===== src/rtl/mips_pipe_pkg.sv =====
// Shared pipeline types for the MIPS-style datapath: ALU opcodes, the ID/EX
// control bundle and the ID/EX interlock state encoding.
package mips_pipe_pkg;

  localparam int ALUOP_W = 4;

  localparam logic [ALUOP_W-1:0] ALU_ADD = 4'd0;
  localparam logic [ALUOP_W-1:0] ALU_SUB = 4'd1;
  localparam logic [ALUOP_W-1:0] ALU_AND = 4'd2;
  localparam logic [ALUOP_W-1:0] ALU_OR  = 4'd3;
  localparam logic [ALUOP_W-1:0] ALU_XOR = 4'd4;
  localparam logic [ALUOP_W-1:0] ALU_NOR = 4'd5;
  localparam logic [ALUOP_W-1:0] ALU_SLT = 4'd6;
  localparam logic [ALUOP_W-1:0] ALU_SLL = 4'd7;
  localparam logic [ALUOP_W-1:0] ALU_SRL = 4'd8;
  localparam logic [ALUOP_W-1:0] ALU_SRA = 4'd9;
  localparam logic [ALUOP_W-1:0] ALU_LUI = 4'd10;

  typedef struct packed {
    logic               regwrite;
    logic               memread;
    logic               memwrite;
    logic               memtoreg;
    logic               alu_src;
    logic [ALUOP_W-1:0] alu_op;
  } ctrl_t;

  localparam ctrl_t BUBBLE_CTRL = '0;

  typedef enum logic [1:0] {
    RUN   = 2'd0,
    LDUSE = 2'd1,
    HOLD  = 2'd2
  } state_t;

endpackage


===== src/rtl/load_use_detect.sv =====
// Load-use hazard compare: the instruction in ID reads the register that the
// load currently in EX has not yet returned.
module load_use_detect #(
  parameter int REG_AW = 5
) (
  input  logic              ex_valid,
  input  logic              ex_memread,
  input  logic [REG_AW-1:0] ex_rd,
  input  logic              id_valid,
  input  logic              id_uses_rs,
  input  logic              id_uses_rt,
  input  logic [REG_AW-1:0] id_rs,
  input  logic [REG_AW-1:0] id_rt,
  output logic              load_use
);

  // NOTE: a continuous assign has no incomplete-branch path, so no latch can be inferred.
  assign load_use = ex_valid & ex_memread & (ex_rd != '0) & id_valid &
                    ((id_uses_rs & (id_rs == ex_rd)) | (id_uses_rt & (id_rt == ex_rd)));

endmodule


===== src/rtl/id_ex_stage.sv =====
// ID/EX pipeline register with load-use interlock, downstream hold and flush.
// Optional saturating stall counter enabled by defining IDEX_STALL_CNT_EN.
import mips_pipe_pkg::*;

module id_ex_stage #(
  parameter int DATA_W      = 32,
  parameter int REG_AW      = 5,
`ifdef IDEX_STALL_CNT_EN
  parameter int STALL_CNT_W = 16,
`endif
  parameter int ALUOP_W     = mips_pipe_pkg::ALUOP_W
) (
  input  logic                   clk,
  input  logic                   rst_n,
  input  logic                   id_valid,
  input  logic [REG_AW-1:0]      id_rs,
  input  logic [REG_AW-1:0]      id_rt,
  input  logic [REG_AW-1:0]      id_rd,
  input  logic                   id_uses_rs,
  input  logic                   id_uses_rt,
  input  logic [DATA_W-1:0]      id_rs_data,
  input  logic [DATA_W-1:0]      id_rt_data,
  input  logic [DATA_W-1:0]      id_imm,
  input  logic                   id_regwrite,
  input  logic                   id_memread,
  input  logic                   id_memwrite,
  input  logic                   id_memtoreg,
  input  logic                   id_alu_src,
  input  logic [ALUOP_W-1:0]     id_alu_op,
  input  logic                   flush,
  input  logic                   ex_stall,
  output logic                   ex_valid,
  output logic [REG_AW-1:0]      ex_rs,
  output logic [REG_AW-1:0]      ex_rt,
  output logic [REG_AW-1:0]      ex_rd,
  output logic [DATA_W-1:0]      ex_rs_data,
  output logic [DATA_W-1:0]      ex_rt_data,
  output logic [DATA_W-1:0]      ex_imm,
  output logic                   ex_regwrite,
  output logic                   ex_memread,
  output logic                   ex_memwrite,
  output logic                   ex_memtoreg,
  output logic                   ex_alu_src,
  output logic [ALUOP_W-1:0]     ex_alu_op,
`ifdef IDEX_STALL_CNT_EN
  output logic [STALL_CNT_W-1:0] stall_cycles,
`endif
  output logic                   pc_write_en,
  output logic                   ifid_write_en
);

  ctrl_t  id_ctrl;
  ctrl_t  ex_ctrl;
  state_t state;
  logic   load_use;

  // Masking regwrite here keeps the forwarding unit from ever matching $zero.
  assign id_ctrl = '{regwrite: id_regwrite & id_valid & (id_rd != '0),
                     memread:  id_memread,
                     memwrite: id_memwrite,
                     memtoreg: id_memtoreg,
                     alu_src:  id_alu_src,
                     alu_op:   id_alu_op};

  load_use_detect #(.REG_AW(REG_AW)) u_load_use_detect (
    .ex_valid   (ex_valid),
    .ex_memread (ex_ctrl.memread),
    .ex_rd      (ex_rd),
    .id_valid   (id_valid),
    .id_uses_rs (id_uses_rs),
    .id_uses_rt (id_uses_rt),
    .id_rs      (id_rs),
    .id_rt      (id_rt),
    .load_use   (load_use)
  );

  // A flush overrides the load-use freeze so the PC can take the branch target.
  assign pc_write_en   = rst_n & ~(ex_stall | (load_use & ~flush));
  assign ifid_write_en = pc_write_en;

  // NOTE: sequential state uses non-blocking assignments so every flop samples pre-edge values.
  always_ff @(posedge clk or negedge rst_n) begin
    if (!rst_n) begin
      ex_valid   <= 1'b0;
      ex_rs      <= '0;
      ex_rt      <= '0;
      ex_rd      <= '0;
      ex_rs_data <= '0;
      ex_rt_data <= '0;
      ex_imm     <= '0;
      ex_ctrl    <= BUBBLE_CTRL;
      state      <= RUN;
    end else begin
      if (!ex_stall) begin
        if (flush || load_use) begin
          ex_valid   <= 1'b0;
          ex_rs      <= '0;
          ex_rt      <= '0;
          ex_rd      <= '0;
          ex_rs_data <= '0;
          ex_rt_data <= '0;
          ex_imm     <= '0;
          ex_ctrl    <= BUBBLE_CTRL;
        end else begin
          ex_valid   <= id_valid;
          ex_rs      <= id_rs;
          ex_rt      <= id_rt;
          ex_rd      <= id_rd;
          ex_rs_data <= id_rs_data;
          ex_rt_data <= id_rt_data;
          ex_imm     <= id_imm;
          ex_ctrl    <= id_ctrl;
        end
      end

      case (state)
        RUN: begin
          if (ex_stall)                  state <= HOLD;
          else if (load_use && !flush)   state <= LDUSE;
        end
        LDUSE, HOLD: state <= ex_stall ? HOLD : RUN;
        default:     state <= RUN;
      endcase
    end
  end

  assign ex_regwrite = ex_ctrl.regwrite;
  assign ex_memread  = ex_ctrl.memread;
  assign ex_memwrite = ex_ctrl.memwrite;
  assign ex_memtoreg = ex_ctrl.memtoreg;
  assign ex_alu_src  = ex_ctrl.alu_src;
  assign ex_alu_op   = ex_ctrl.alu_op;

`ifdef IDEX_STALL_CNT_EN
  always_ff @(posedge clk or negedge rst_n) begin
    if (!rst_n) begin
      stall_cycles <= '0;
    end else if (load_use && !flush && !ex_stall && (stall_cycles != '1)) begin
      stall_cycles <= stall_cycles + STALL_CNT_W'(1);
    end
  end
`else
  // No stall counter in this build.
`endif

endmodule


===== config.mk =====
export PLATFORM = sky130hd
export DESIGN_NAME = id_ex_stage
export DESIGN_NICKNAME = d
export VERILOG_FILES = /design/src/rtl/mips_pipe_pkg.sv /design/src/rtl/load_use_detect.sv /design/src/rtl/id_ex_stage.sv
export SDC_FILE = /design/constraint.sdc
export NUM_CORES = 1
export LEC_CHECK = 0
export CORE_UTILIZATION = 46
export CTS_CLUSTER_DIAMETER = 30
export DETAILED_ROUTE_END_ITERATION = 16
export HOLD_SLACK_MARGIN = 0.06
export PLACE_DENSITY = 0.87
export SLEW_MARGIN = 10
export SYNTH_ARGS = -nofsm -noshare
export SYNTH_HDL_FRONTEND = slang
export SYNTH_SLANG_ARGS = --single-unit
export TNS_END_PERCENT = 30

===== constraint.sdc =====
create_clock -name clk -period 3.3 [get_ports clk]
set_input_delay 0.66 -clock clk [delete_from_list [all_inputs] [get_ports clk]]
set_output_delay 0.66 -clock clk [all_outputs]
set_load 0.03 [all_outputs]

==> out/metrics.cfg, run 1 <==
[sta]
tns_ns=0
finClkSkew_ns=0.00619
rsz0062_at_grt=no
min_period_ns=3.06
finalSetupViolCount=0
fin_crit_sh=0.928
relSlewSlack=0.124
finalHoldViolCount=0
worst_slew_pin_slew_ns=1.31
max_freq_mhz=327
drv_slew=0

[drt]
wl_per_cell_um=19.1
ant_nets=0
vias=5740
routed_via_density=6.07
drc_errors=0
drtIter0Drc=566
wl_mm=18.1
firstDrtPassIters=5

[global_route]
grt_pass1_vias=5371
antenna_found_initial=0
grt_max_degree=122
grt.overflow.total=0
grt_pass1_wl_mm=28.2
grtUsageTotal=0.283

[clock_tree]
cts.sinks=121
clk_pin_slew_ns=0.05
ctsHoldBuffers=0
clk-insertion-delay-late_ns=0.41
cts_tree=done
cts_buffers=17
cts_htree_levels=4
post_cts_buffers=0
clockBufferDepth=2
root_buffer=clkbuf_16

[critical_path]
path_cells=or4_1 > o2111ai_4 > nor2_1 > a21oi_1 > dlygate4sd2_1
rrSetupSlack_ns=0.44
crit_path_end=pc_write_en
worstSetupEndpointType=output port
critPathLaunch=ex_rd[2]$_DFFE_PN0N_
crit_slowest_cell=or4_1
path_buf_inv=1
r2r-start=ex_rd[2]$_DFFE_PN0N_
crit_family=simple AND/OR/NAND/NOR gates
regToRegEndpoint=ex_rs[0]$_DFFE_PN0N_
arrival_ns=2.40
cp.required_ns=2.64
worstSetupPathDepth=5
r2r_cells=5
cpPeakStageDelay_ns=0.60
crit_type=reg2out
cp-start-kind=register
cp_max_fo=5

[layout]
final_common_cell=clkdlybuf4s50_1
fillers=851
areaGrowthSynthToFinish_pct=54.5
postLayoutCellArea_um2=8740
drive_above_1_share=0.0538
final_nets=913
n_antenna_cell=0
final_cell_mix=245 x clkdlybuf4s50_1, 122 x nand2_1, 121 x dfrtp_1

[placed_design]
place_area_um2=8120
place.gp.congestion=0.784
detailed_place_hpwl_mm=11.3
port_buffers=249

[logic_synthesis]
synth_top_area_share=0.536
synth_cell_type_count=20
yosys_register_bits=121
syn-cell-area_um2=5650
synth_top_area_cell=dfrtp_1
syn_inst=576
synth_seq_area_share=0.536
synth_area_leaders=dfrtp_1 54%, a32oi_1 19%, nand2_1 8.1%
yosys_warnings=0
avgSynthCellArea_um2=9.82
syn_nets=703

[floorplan]
row_count=40
die_width_um=113
die_area_um2=12700
initial_utilization=0.471
ioPinCount=250
die_h_um=113
coreArea_um2=12000

[outcome]
outcome=complete, no violations

[pwr]
ir_drop_mv=0.347
power_leakage_nw=3.35
p_total_mw=5.09
power.density_nw_per_um2=582

[run]
max-cap-violations=0

[hold_path]
hold_path_class=in2async

==> cells by family (layout without fill, tap and decap cells) <==
family	count (synthesis)	in the layout	share of synthesized area
muxes	1	1	0.00177
buffers and inverters	67	290	0.0582
and+or+nand+nor	132	132	0.0905
DFF	121	121	0.536
AOI/OAI and AO/OA	245	245	0.299
xor gates and xnor gates	10	10	0.0155
==> through the flow <==
stage	util	cells	hold WS [ns]	setup WS [ns]
floorplan	-	576	0.364	0.142
global placement	0.676	914	0.470	0.150
detailed placement	0.676	914	0.480	0.124
CTS	0.727	946	0.384	0.232
global route	0.727	946	0.417	0.167
finish	0.727	946	0.372	0.239
==> per-layer routing <==
metal  part of all wire  track usage
met1               0.39        0.340
met2               0.51        0.473
met3              0.076       0.0814
met4              0.027        0.128
met5                  0            0
==> flip-flops by register name, indices dropped and copies added, names as in the netlist <==
| signal | cells |
|---|---|
| ex_rd | 5 |
| ex_alu_src | 1 |
| ex_imm | 32 |
| ex_regwrite | 1 |
| ex_memtoreg | 1 |
| ex_rt_data | 32 |
| ex_rs | 5 |
| ex_alu_op | 4 |
| ex_memwrite | 1 |
| ex_valid | 1 |
| ex_rt | 5 |
| ex_memread | 1 |
| ex_rs_data | 32 |
==> Yosys cell counts <==
master     instances
a21oi_1            3
a32oi_1          120
buf_2              5
buf_4              1
buf_6              9
clkbuf_1          52
dfrtp_1          121
mux2i_1            1
nand2_1          122
nand2b_1           1
nand3b_1           1
nand4_1            2
nor2_1             4
nor3_1             1
o2111ai_2          1
o21ai_0           42
o21ai_1           78
o22ai_1            1
or4_1              1
xnor2_1           10
==> timing repair <==
| item | in CTS | in global routing |
|---|---|---|
| setup endpoints to repair | 2 | 0 |
| resized for setup | 2 | 0 |
| hold endpoints to repair | 0 | 0 |
==> layout make-up <==
| cell class | instances | area, µm² | share of cell area |
|---|---|---|---|
| Clock inverter | 7 | 113 | 0.0129 |
| Clock buffer | 25 | 505 | 0.0579 |
| Tap cell | 147 | 184 | 0.0211 |
| Timing Repair Buffer | 258 | 2580 | 0.295 |
| Sequential cell | 121 | 3030 | 0.347 |
| Multi-Input combinational cell | 388 | 2330 | 0.267 |
==> worst min-delay path by stage <==
stage | start | to | depth (start not counted)
floorplan | rst_n | ex_alu_op[0]$_DFFE_PN0N_ | 0
global placement | ex_rt_data[31]$_DFFE_PN0N_ | ex_rt_data[31]$_DFFE_PN0N_ | 2
detailed placement | ex_alu_op[2]$_DFFE_PN0N_ | ex_alu_op[2]$_DFFE_PN0N_ | 2
CTS | rst_n | ex_alu_op[0]$_DFFE_PN0N_ | 2
global route | rst_n | ex_rs_data[10]$_DFFE_PN0N_ | 2
finish | rst_n | ex_alu_op[0]$_DFFE_PN0N_ | 2
==> power breakdown <==
group / switching, mW / internal (mW)
Clock: 0.635 / 1.28
Combinational: 0.778 / 0.590
Sequential: 0.129 / 1.67
Total: 1.54 / 3.55
No activity file was read; power rests on OpenSTA's default activity.
==> inputs of run 2 (changes only) <==
--- a/config.mk
+++ b/config.mk
@@ -5,11 +5,11 @@
 export SDC_FILE = /design/constraint.sdc
 export NUM_CORES = 1
 export LEC_CHECK = 0
-export CORE_UTILIZATION = 46
+export CORE_UTILIZATION = 35
 export CTS_CLUSTER_DIAMETER = 30
 export DETAILED_ROUTE_END_ITERATION = 16
 export HOLD_SLACK_MARGIN = 0.06
-export PLACE_DENSITY = 0.87
+export PLACE_DENSITY = 0.69
 export SLEW_MARGIN = 10
 export SYNTH_ARGS = -nofsm -noshare
 export SYNTH_HDL_FRONTEND = slang
==> out/metrics.cfg, run 2 (same netlist as run 1, synthesis figures left out) <==
[clock_tree]
cts_buffers=17
post_cts_resized=2
clk-insertion-delay-late_ns=0.41
post_cts_buffers=0
cts_htree_levels=4
ctsHoldBuffers=0
clk_pin_slew_ns=0.05
clockBufferDepth=2
cts_tree=done
cts.sinks=121
root_buffer=clkbuf_16

[sta]
min_period_ns=3.04
finalHoldViolCount=0
fin_ws_ns=0.257
tns_ns=0
max_freq_mhz=329
fin_crit_sh=0.922
finClkSkew_ns=0.00937
relSlewSlack=0.173
worst_slew_pin_slew_ns=1.24
finalSetupViolCount=0
rsz0062_at_grt=no
drv_slew=0

[global_route]
grt.overflow.total=0
grt_pass1_wl_mm=28.8
grt_pass1_vias=5557
antenna_found_initial=0
grtUsageTotal=0.220
grt_max_degree=122

[layout]
reg_top3=ex_imm (32), ex_rs_data (32), ex_rt_data (32)
multi_input_area_um2=2330
areaGrowthSynthToFinish_pct=56.0
fillers=1358
n_antenna_cell=0
final_common_cell=clkdlybuf4s50_1
fin_util=0.557
final_cell_mix=245 x clkdlybuf4s50_1, 122 x nand2_1, 121 x dfrtp_1
final_nets=914
seq_area_um2=3030
drive_above_1_share=0.0538

[pwr]
switching_share=0.304
switchingPower_mw=1.54
power.density_nw_per_um2=574
p_int_mw=3.52
power_leakage_nw=3.34
ir_drop_mv=0.311
seqPwrFrac=0.356
comb_power_share=0.269
clkPwrFrac=0.375

[critical_path]
cp_max_fo=5
cp.required_ns=2.64
cp-start-kind=register
crit_family=simple AND/OR/NAND/NOR gates
path_buf_inv=1
worstSetupEndpointType=output port
arrival_ns=2.38
path_cells=or4_1 > o2111ai_4 > nor2_1 > a21oi_1 > dlygate4sd2_1
crit_slowest_cell=or4_1
crit_type=reg2out
cpPeakStageDelay_ns=0.60

[drt]
drc_errors=0
wl_mm=18.1
wl_per_cell_um=17.8
ant_nets=0
firstDrtPassIters=7
drtIter0Drc=405
vias=5596
routed_via_density=5.51

[floorplan]
die_h_um=129
ioPinCount=250
die_area_um2=16700
die_width_um=129
coreArea_um2=15800
row_count=46
initial_utilization=0.357

[placed_design]
detailed_place_hpwl_mm=11.6
port_buffers=249
place.gp.congestion=0.768
place_ws_ns=0.134

[hold_path]
hold_path_class=in2async

[run]
max-cap-violations=0

[outcome]
outcome=complete, no violations

-- run 2: cell type report --
class / instances / area share
tap: 216 / 0.0306
sequential: 121 / 0.343
clock inverter: 7 / 0.0131
multi-input combinational: 388 / 0.264
timing repair buffer: 259 / 0.293
clock buffer: 24 / 0.0558
-- run 2: metrics by stage --
stage / cells / cell area [µm²] / power (mW) / hold slack [ns]
after floorplan: 576 / 5650 / 2.49 / 0.364
after global placement: 984 / 8220 / 3.15 / 0.473
after detailed placement: 984 / 8220 / 3.18 / 0.480
after CTS: 1015 / 8820 / 5.12 / 0.419
after global routing: 1015 / 8820 / 5.29 / 0.458
final: 1015 / 8820 / 5.06 / 0.404
-- run 2: final timing paths --
check                           slack (ns)                        from  depth (start not counted)                    endpoint
worst max-delay path                  0.26        ex_rd[2]$_DFFE_PN0N_                          5                 pc_write_en
worst min-delay path                  0.40                       rst_n                          2        ex_rs[4]$_DFFE_PN0N_
worst max register to register        0.31        ex_rd[2]$_DFFE_PN0N_                          6   ex_rs_data[4]$_DFFE_PN0N_
worst min register to register        0.49  ex_rs_data[25]$_DFFE_PN0N_                          2  ex_rs_data[25]$_DFFE_PN0N_
max in group asynchronous             1.53                       rst_n                          3   ex_rt_data[6]$_DFFE_PN0N_
min in group clk                      0.49  ex_rs_data[25]$_DFFE_PN0N_                          2  ex_rs_data[25]$_DFFE_PN0N_
-- run 2: power by group through the flow --
| stage | registers (mW) | clock network, mW | logic [mW] |
|---|---|---|---|
| 5_1_grt | 1.82 | 2.02 | 1.45 |
| 2_1_floorplan | 2.17 | 0 | 0.323 |
| 3_3_place_gp | 1.81 | 0 | 1.34 |
| 3_5_place_dp | 1.82 | 0 | 1.37 |
| 6_report | 1.80 | 1.90 | 1.36 |
| 4_1_cts | 1.80 | 1.95 | 1.37 |
-- run 2: metal layers --
metal / GRT usage / vias to the layer above / part of all wire
met4: 0.0844 / 0 / 0.017
met1: 0.276 / 2746 / 0.41
li1: - / 2611 / -
met5: 0 / - / 0
met3: 0.0599 / 22 / 0.068
met2: 0.360 / 217 / 0.50
